==> src/rtl/instr_encoder_loader.sv <==
// Packs decoded RV32I field bundles into instruction words and streams
// them to instruction memory at an auto-incrementing word address.
module instr_encoder_loader #(
    parameter int ADDR_W    = 8,
    parameter int BASE_ADDR = 0
) (
    input  logic              clk,
    input  logic              reset,
    input  logic              start,
    input  logic              in_valid,
    output logic              in_ready,
    input  logic [3:0]        in_type,
    input  logic [3:0]        in_op,
    input  logic [4:0]        in_rd,
    input  logic [4:0]        in_rs1,
    input  logic [4:0]        in_rs2,
    input  logic [31:0]       in_imm,
    output logic              out_valid,
    input  logic              out_ready,
    output logic [ADDR_W-1:0] out_addr,
    output logic [31:0]       out_instr,
    output logic              err_illegal,
    output logic              wrapped,
    output logic [ADDR_W:0]   word_cnt
);

    localparam logic [ADDR_W-1:0] BASE = ADDR_W'(BASE_ADDR);

    logic              out_valid_q, out_valid_d;
    logic [31:0]       out_instr_q, out_instr_d;
    logic [ADDR_W-1:0] addr_q, addr_d;
    logic              err_q, err_d;
    logic              wrap_q, wrap_d;
    logic [ADDR_W:0]   cnt_q, cnt_d;

    logic [31:0] enc;
    logic        legal;
    logic [2:0]  f3;
    logic [6:0]  f7;
    logic        is_shift;
    logic        accept;
    logic        retire;

    assign f3       = in_op[2:0];
    assign f7       = in_op[3] ? 7'h20 : 7'h00;
    assign is_shift = (f3 == 3'b001) || (f3 == 3'b101);
    assign in_ready = !start && (!out_valid_q || out_ready);
    assign accept   = in_valid && in_ready;
    assign retire   = out_valid_q && out_ready;

    always_comb begin
        enc   = 32'h0;
        legal = 1'b1;
        case (in_type)
            4'd0: enc = {f7, in_rs2, in_rs1, f3, in_rd, 7'b0110011};
            4'd1: begin
                if (is_shift) begin
                    legal = (in_imm[31:5] == 27'h0);
                    enc = {1'b0, in_op[3], 5'b0, in_imm[4:0],
                           in_rs1, f3, in_rd, 7'b0010011};
                end else begin
                    enc = {in_imm[11:0], in_rs1, f3, in_rd, 7'b0010011};
                end
            end
            4'd2: begin
                legal = !(f3 == 3'b011 || f3 == 3'b110 || f3 == 3'b111);
                enc = {in_imm[11:0], in_rs1, f3, in_rd, 7'b0000011};
            end
            4'd3: enc = {in_imm[11:5], in_rs2, in_rs1, f3,
                         in_imm[4:0], 7'b0100011};
            4'd4: begin
                legal = !in_imm[0];
                enc = {in_imm[12], in_imm[10:5], in_rs2, in_rs1, f3,
                       in_imm[4:1], in_imm[11], 7'b1100011};
            end
            4'd5: enc = {in_imm[31:12], in_rd, 7'b0110111};
            4'd6: enc = {in_imm[31:12], in_rd, 7'b0010111};
            4'd7: begin
                legal = !in_imm[0];
                enc = {in_imm[20], in_imm[10:1], in_imm[11],
                       in_imm[19:12], in_rd, 7'b1101111};
            end
            4'd8: enc = {in_imm[11:0], in_rs1, 3'b000, in_rd, 7'b1100111};
            default: legal = 1'b0;
        endcase
    end

    always_comb begin
        out_valid_d = out_valid_q;
        out_instr_d = out_instr_q;
        addr_d      = addr_q;
        err_d       = err_q;
        wrap_d      = wrap_q;
        cnt_d       = cnt_q;
        if (retire) begin
            out_valid_d = 1'b0;
            addr_d      = addr_q + 1'b1;
            if (addr_q == {ADDR_W{1'b1}}) wrap_d = 1'b1;
            if (cnt_q != {(ADDR_W+1){1'b1}}) cnt_d = cnt_q + 1'b1;
        end
        if (accept) begin
            if (legal) begin
                out_valid_d = 1'b1;
                out_instr_d = enc;
            end else begin
                err_d = 1'b1;
            end
        end
        // start discards any pending word and rewinds the loader
        if (start) begin
            out_valid_d = 1'b0;
            addr_d      = BASE;
            err_d       = 1'b0;
            wrap_d      = 1'b0;
            cnt_d       = '0;
        end
    end

    always_ff @(posedge clk or posedge reset) begin
        if (reset) begin
            out_valid_q <= 1'b0;
            out_instr_q <= 32'h0;
            addr_q      <= BASE;
            err_q       <= 1'b0;
            wrap_q      <= 1'b0;
            cnt_q       <= '0;
        end else begin
            out_valid_q <= out_valid_d;
            out_instr_q <= out_instr_d;
            addr_q      <= addr_d;
            err_q       <= err_d;
            wrap_q      <= wrap_d;
            cnt_q       <= cnt_d;
        end
    end

    assign out_valid   = out_valid_q;
    assign out_instr   = out_instr_q;
    assign out_addr    = addr_q;
    assign err_illegal = err_q;
    assign wrapped     = wrap_q;
    assign word_cnt    = cnt_q;

endmodule

==> config.mk <==
export PLATFORM = sky130hd
export DESIGN_NAME = instr_encoder_loader
export DESIGN_NICKNAME = d
export VERILOG_FILES = /design/src/rtl/instr_encoder_loader.sv
export SDC_FILE = /design/constraint.sdc
export NUM_CORES = 1
export LEC_CHECK = 0
export ABC_AREA = 1
export CORE_UTILIZATION = 45
export DETAILED_ROUTE_END_ITERATION = 8
export GPL_TIMING_DRIVEN = 0
export PLACE_DENSITY = 0.81
export SLEW_MARGIN = 20
export SYNTH_ARGS = -nofsm -noshare
export SYNTH_HDL_FRONTEND = slang
export SYNTH_SLANG_ARGS = --single-unit
==> constraint.sdc <==
create_clock -name clk -period 2.03 [get_ports clk]
set_clock_uncertainty 0.05 [all_clocks]
set_input_delay 0.203 -clock clk [delete_from_list [all_inputs] [get_ports clk]]
set_output_delay 0.203 -clock clk [all_outputs]
set_load 0.01 [all_outputs]
==> metrics.txt, run 1 <==
worst hold path class=in -> async; largest family of logic cells by synthesized area=simple AND/OR/NAND/NOR gates; DRC violations left=0; Post-DP HPWL=7350 microns; Initial Util=around 46%; CP startpoint kind=register; post-layout util=approximately two thirds; simple-gate portion of the synthesized area=40.8%; latest clock arrival within the worst-skew pair=roughly 0.31 ns; Root Driver=clkbuf_8; Max Cap Violations=0; CTS Buf Count=5; post-synthesis adder-cell area fraction=under 10%; Placed Cells=683; dominant synthesized flop cell=dfrtp_1; synthesis-to-layout area growth=46.2%; Vias/cell=roughly 5.2; number of global-route vias before repair=3381; status=finished, final reports clean; Worst EP arrival=2.13 ns; via count=between 3000 and 4000; TritonRoute pass-1 iters=5; Max clock buf depth=2; Post-Syn Instances=about 470; Crit Path Category=reg -> reg; final cell count without fillers=698; Core Area=6790 sq um; fin. max-slew vios=0; largest net degree at the start of global routing=31; DRT Wirelength=approximately 9500 microns; final period utilization=94.6%; fmax=approximately 0.52 GHz; Sink Count=51; Slew HR=between 50% and 60%; Final WS setup=0.111 ns; share of layout cells above drive strength 1=roughly 7.6%; Finish-stage setup viols=0; Layout Nets=around 660; total negative slack=0 ns; global-route wire length before repair=around 15000 microns; Final Hold Viols=0; worst slew pin tran=0.711 ns; initial antenna violation count=0; Synth Area in Compound Gates=under 10%; WP data required=approximately 2.2 ns; # diodes=0; site row count=30; Post-synth EDFFs=0; htree depth=2; Distinct cells, synth=29; routed length per instance=13.6 microns; Yosys reg bits=51; Port Buffer Count=112; CTS tree=yes; Synth Area in XOR/XNOR=less than 1%; height of the die=approximately 86 microns; async set-reset flop share out of synthesis=100%; Mapped Nets=537; GRT Total Usage=a little over a quarter; dpl ws=-0.248 ns; Synth Area per Inst=approximately 6.7 sq um; Setup crit end kind=register; Final ANT Viol Nets=0; sequential share of the synthesized area=between 40 and 50%; Initial DRC Count=around 210; grt ovf=0; crit path max fanout=8; yosys warns=0; die width=about 86 microns; die area=about 7400 sq um; Peak VDD IR=0.332 mV; clock slew at reported path FFs=approximately 0.1 ns; final RePlAce weighted congestion=around 0.96; P_leak=2.32 nW; post-synthesis mux area share=0%; PwrDens=611 nW/um^2; Final min period=about 1.9 ns; Cell Area, Synth=about 3200 sq um; Overall Power=2.82 mW; IO Count=about 110; worst reg-to-reg setup slack=~0.11 ns
==> worst paths after layout <==
check                                   start  depth (start not counted)       endpoint
worst max-delay path              word_cnt[1]                         12    word_cnt[3]
worst min-delay path                    reset                          2    out_addr[2]
worst max register to register    word_cnt[1]                         12    word_cnt[3]
worst min register to register  out_instr[14]                          2  out_instr[14]
max in group asynchronous               reset                          3  out_instr[16]
min in group clk                   in_type[1]                          4   out_instr[4]
==> flip-flops by register name, summed over array words and instances, names as in the netlist <==
signal       cells
out_instr       31
word_cnt         9
out_addr         8
err_illegal      1
out_valid        1
wrapped          1
==> metal layers <==
metal / share of wire, % / global-route usage [%] / up-vias
met1: 41 / 32.9 / 1667
met4: 2.7 / 10.3 / 0
li1: - / - / 1769
met3: 7.0 / 4.04 / 25
met2: 49 / 44.8 / 175
met5: 0 / 0 / -
==> logic make-up (layout without fill, tap and decap cells) <==
group                      count (synthesis)  after routing
AOI/OAI and AO/OA                         50             50
xor gates and xnor gates                   2              2
adders and majority gates                  3              3
buffers and inverters                     64            192
DFF                                       51             51
and+or+nand+nor                          304            304
==> stage by stage <==
step | instance area, sq um | hold WS, ns
floorplan | 3160 | 0.216
global placement | 4400 | 0.404
detailed placement | 4420 | 0.409
CTS | 4530 | 0.290
global route | 4610 | 0.322
finish | 4610 | 0.270
==> layout make-up <==
cell class | instances | area, sq um
repair buffers | 120 | 1210
clock buffers | 6 | 82.6
plain buffers | 14 | 86.3
well taps | 96 | 120
flip-flops and latches | 51 | 1280
multi-input cells | 359 | 1640
inverters | 50 | 188
fillers | 585 | 2180
clock inverters | 2 | 16.3
==> cells in the final DEF, fill, tap and decap left out, types with 2 or more instances in the layout <==
master	count
nand2_1	161
clkdlybuf4s50_1	110
nand3_1	67
dfrtp_1	51
nor2_1	49
inv_1	44
o21ai_0	23
a21oi_1	21
buf_4	8
nor3_1	6
buf_2	6
clkbuf_8	6
inv_2	5
nor2_2	5
nand4_1	4
nand2_4	3
buf_6	3
buf_1	3
nor2_4	2
nand2_2	2
xor2_1	2
o21bai_1	2
o22ai_1	2
ha_1	2
dlymetal6s2s_1	2
==> where the power goes <==
part	internal, mW	switching (mW)
Clock	0.279	0.358
Combinational	0.488	0.456
Sequential	1.16	0.0841
Total	1.92	0.898
==> synthesized netlist by cell type (4+ instances only) <==
master / instances / area [sq um]
nand2_1: 162 / 608
buf_2: 6 / 30.0
nand4_1: 4 / 25.0
nor2_2: 4 / 25.0
dfrtp_1: 51 / 1280
nor3_1: 6 / 30.0
a21oi_1: 21 / 105
inv_1: 46 / 173
nor2_1: 52 / 195
nand3_1: 68 / 340
o21ai_0: 23 / 115
==> critical path: stages, from the launching register on <==
cell     delay (ns)
dfrtp_1        0.41
ha_2           0.21
nand3_2        0.08
nor2_2         0.05
inv_1          0.09
nor2_2         0.05
ha_1           0.17
nand2_1        0.11
nand2_4        0.09
inv_2          0.13
a21oi_1        0.08
or2_2          0.30
inv_1          0.05
==> what timing repair did <==
item	4_1_cts	5_1_grt
endpoints found under the setup margin	3	38
setup buffers	1	6
gates resized for setup	2	10
hold buffers	0	0
pin swaps	0	3
Power figures use the tool's default switching activity.
==> run 2: changes to the inputs <==
ABC_CLOCK_PERIOD_IN_PS = 2029   (was unset)
==> results of run 2 <==
Final layout, timing and power as in run 1 (identical DEF).
==> run 3: changes to the inputs <==
--- a/config.mk
+++ b/config.mk
@@ -12,5 +12,4 @@
 export GPL_TIMING_DRIVEN = 0
 export PLACE_DENSITY = 0.81
-export SLEW_MARGIN = 20
 export SYNTH_ARGS = -nofsm -noshare
 export SYNTH_HDL_FRONTEND = slang
--- a/constraint.sdc
+++ b/constraint.sdc
@@ -3,3 +3,3 @@
 set_input_delay 0.203 -clock clk [delete_from_list [all_inputs] [get_ports clk]]
 set_output_delay 0.203 -clock clk [all_outputs]
-set_load 0.01 [all_outputs]
+set_load 0.05 [all_outputs]
==> run 3 against run 2 <==
Compared with the run above:
- clock-buffer cell count shrank 1
- sequential cell count stayed put
- global-route usage fell by 0.97 points
- highest routed layer unchanged
==> metrics.txt, run 3 (synthesis gave the netlist of run 1 again) <==
Root Driver=clkbuf_8; Largest register FFs=31 (unchanged); largest net degree at the start of global routing=35 (+13%); Final Hold Viols=0 (unchanged); PwrDens=718 nW/um^2 (+17%); initial antenna violation count=0 (unchanged); Initial DRC Count=214 (+0.47%); worst hold path class=in -> async; Core Area=6790 sq um (unchanged); DRC violations left=0 (unchanged); number of global-route vias before repair=3303 (-2.3%); Final min period=1.95 ns (+0.0302 ns); Final Instance Area=4640 sq um (+0.60%); TritonRoute pass-1 iters=6 (+1); Port Buffer Count=112 (unchanged); commonest non-fill, non-tap cell in the layout=nand2_1; fin. max-slew vios=0 (unchanged); final period utilization=96.0% (+1.5 points); Sink Count=51 (unchanged); IO Count=113 (unchanged); RSZ-0062 raised after global routing=yes; highest-count cells in the layout ignoring fill and taps=159 x nand2_1, 109 x clkdlybuf4s50_1, 67 x nand3_1; # diodes=0 (unchanged); DRT Wirelength=9180 microns (-3.6%); Max clock buf depth=2 (unchanged); CP startpoint kind=register; height of the die=85.7 microns (unchanged); fmax=0.513 GHz (-1.5%); Overall Power=3.33 mW (+18%); latest clock arrival within the worst-skew pair=0.30 ns (about the same); global-route wire length before repair=14700 microns (-3.0%); Placed Cells=683 (unchanged); R2R Path End=word_cnt[0]; Max Cap Violations=0 (unchanged); Finish-stage setup viols=0 (unchanged); site row count=30 (unchanged); Initial Util=46.4% (unchanged); crit path max fanout=8 (unchanged); grt ovf=0 (unchanged); r2r worst-path depth=12 (unchanged); share of layout cells above drive strength 1=8.68% (+1.0 points); WP data required=2.18 ns (-0.06 ns); die area=7350 sq um (unchanged); P_leak=2.31 nW (-0.31%); status=finished, final reports clean; CTS tree=yes; final RePlAce weighted congestion=0.974 (+1.7%); die width=85.7 microns (unchanged); final cell count without fillers=695 (-0.43%); Layout Nets=661 (-0.45%); htree depth=2 (unchanged); Worst EP arrival=2.10 ns (-0.03 ns); reg2reg start=word_cnt[1]; CTS Buf Count=5 (unchanged); dpl ws=-0.267 ns (-0.0191 ns); synthesis-to-layout area growth=47.1%; worst slew pin tran=0.532 ns (-0.179 ns); total negative slack=0 ns (unchanged); Post-DP HPWL=7130 microns (-3.0%); routed length per instance=13.2 microns (-3.1%); Setup crit end kind=register; worst reg-to-reg setup slack=0.08 ns (-0.03 ns); Crit Path Category=reg -> reg; clock slew at reported path FFs=0.10 ns (about the same); Slew HR=64.4% (+12 points); Final ANT Viol Nets=0 (unchanged); Vias/cell=5.19 (-0.31%); hold buffers post-CTS=0 (unchanged); GRT Total Usage=25.1% (-0.97 points); Final WS setup=0.0804 ns (-0.0302 ns); via count=3609 (-0.74%); Peak VDD IR=0.390 mV (+17%); placed inst area=4440 sq um (+0.45%)
## run 3: changes by cell type in the layout (fill, tap and decap cells not counted), moves of 2 or more
cell and delta:
dfrtp_1 -4, dfrtp_2 +4, buf_4 -3, nand2_1 -2, nand2_2 +2
## run 3: per-stage QoR
stage / utilization, % / hold WS (ns)
after floorplan: - / 0.216
after global placement: 65.1 / 0.404
after detailed placement: 65.4 / 0.409
after CTS: 67.1 / 0.158
after global routing: 68.3 / 0.204
final: 68.3 / 0.151
## run 3: final cells by class
| class | count | area [sq um] |
|---|---|---|
| Timing Repair Buffer | 117 | 1180 |
| Fill cell | 594 | 2150 |
| Clock buffer | 5 | 68.8 |
| Multi-Input combinational cell | 359 | 1670 |
| Inverter | 50 | 191 |
| Sequential cell | 51 | 1280 |
| Buffer | 14 | 86.3 |
| Tap cell | 96 | 120 |
| Clock inverter | 3 | 43.8 |
## run 3: worst max-delay path by stage
stage	startpoint	endpoint	slack [ns]
final	word_cnt[1]	word_cnt[0]	0.08
after global placement	reset	word_cnt[3]	-0.59
after detailed placement	in_type[0]	out_instr[24]	-0.27
after global routing	word_cnt[1]	word_cnt[5]	-0.02
after floorplan	word_cnt[0]	word_cnt[5]	0.04
after CTS	word_cnt[0]	word_cnt[3]	0.01
## run 3: worst max-delay path: stages (launching register included)
cell and delay, ns:
dfrtp_2 0.41, ha_4 0.16, nand3_4 0.09, nor2_4 0.14, inv_2 0.05, nor2_2 0.11
ha_2 0.18, nand2_2 0.07, nand2_4 0.11, clkinvlp_4 0.16, buf_4 0.18, nand3_1 0.06
o21ai_0 0.08
## run 3: per-layer routing
metal  wire (microns)  global-route usage, %  vias to the layer above
li1                 -                      -                     1764
met4              238                   8.03                        0
met1             3860                   32.1                     1656
met5                0                      0                        -
met3              639                   3.46                       22
met2             4440                   43.9                      167
## run 3: what timing repair did
| action | 4_1_cts | 5_1_grt |
|---|---|---|
| setup endpoints to repair | 0 | 36 |
| setup buffers | 0 | 4 |
| resized for setup | 0 | 17 |
| hold endpoints to repair | 0 | 0 |
## run 3: report_power, final
part           switching (mW)  internal [mW]
registers              0.0869           1.16
logic                   0.895          0.481
clock network           0.343          0.367
total                    1.32           2.01
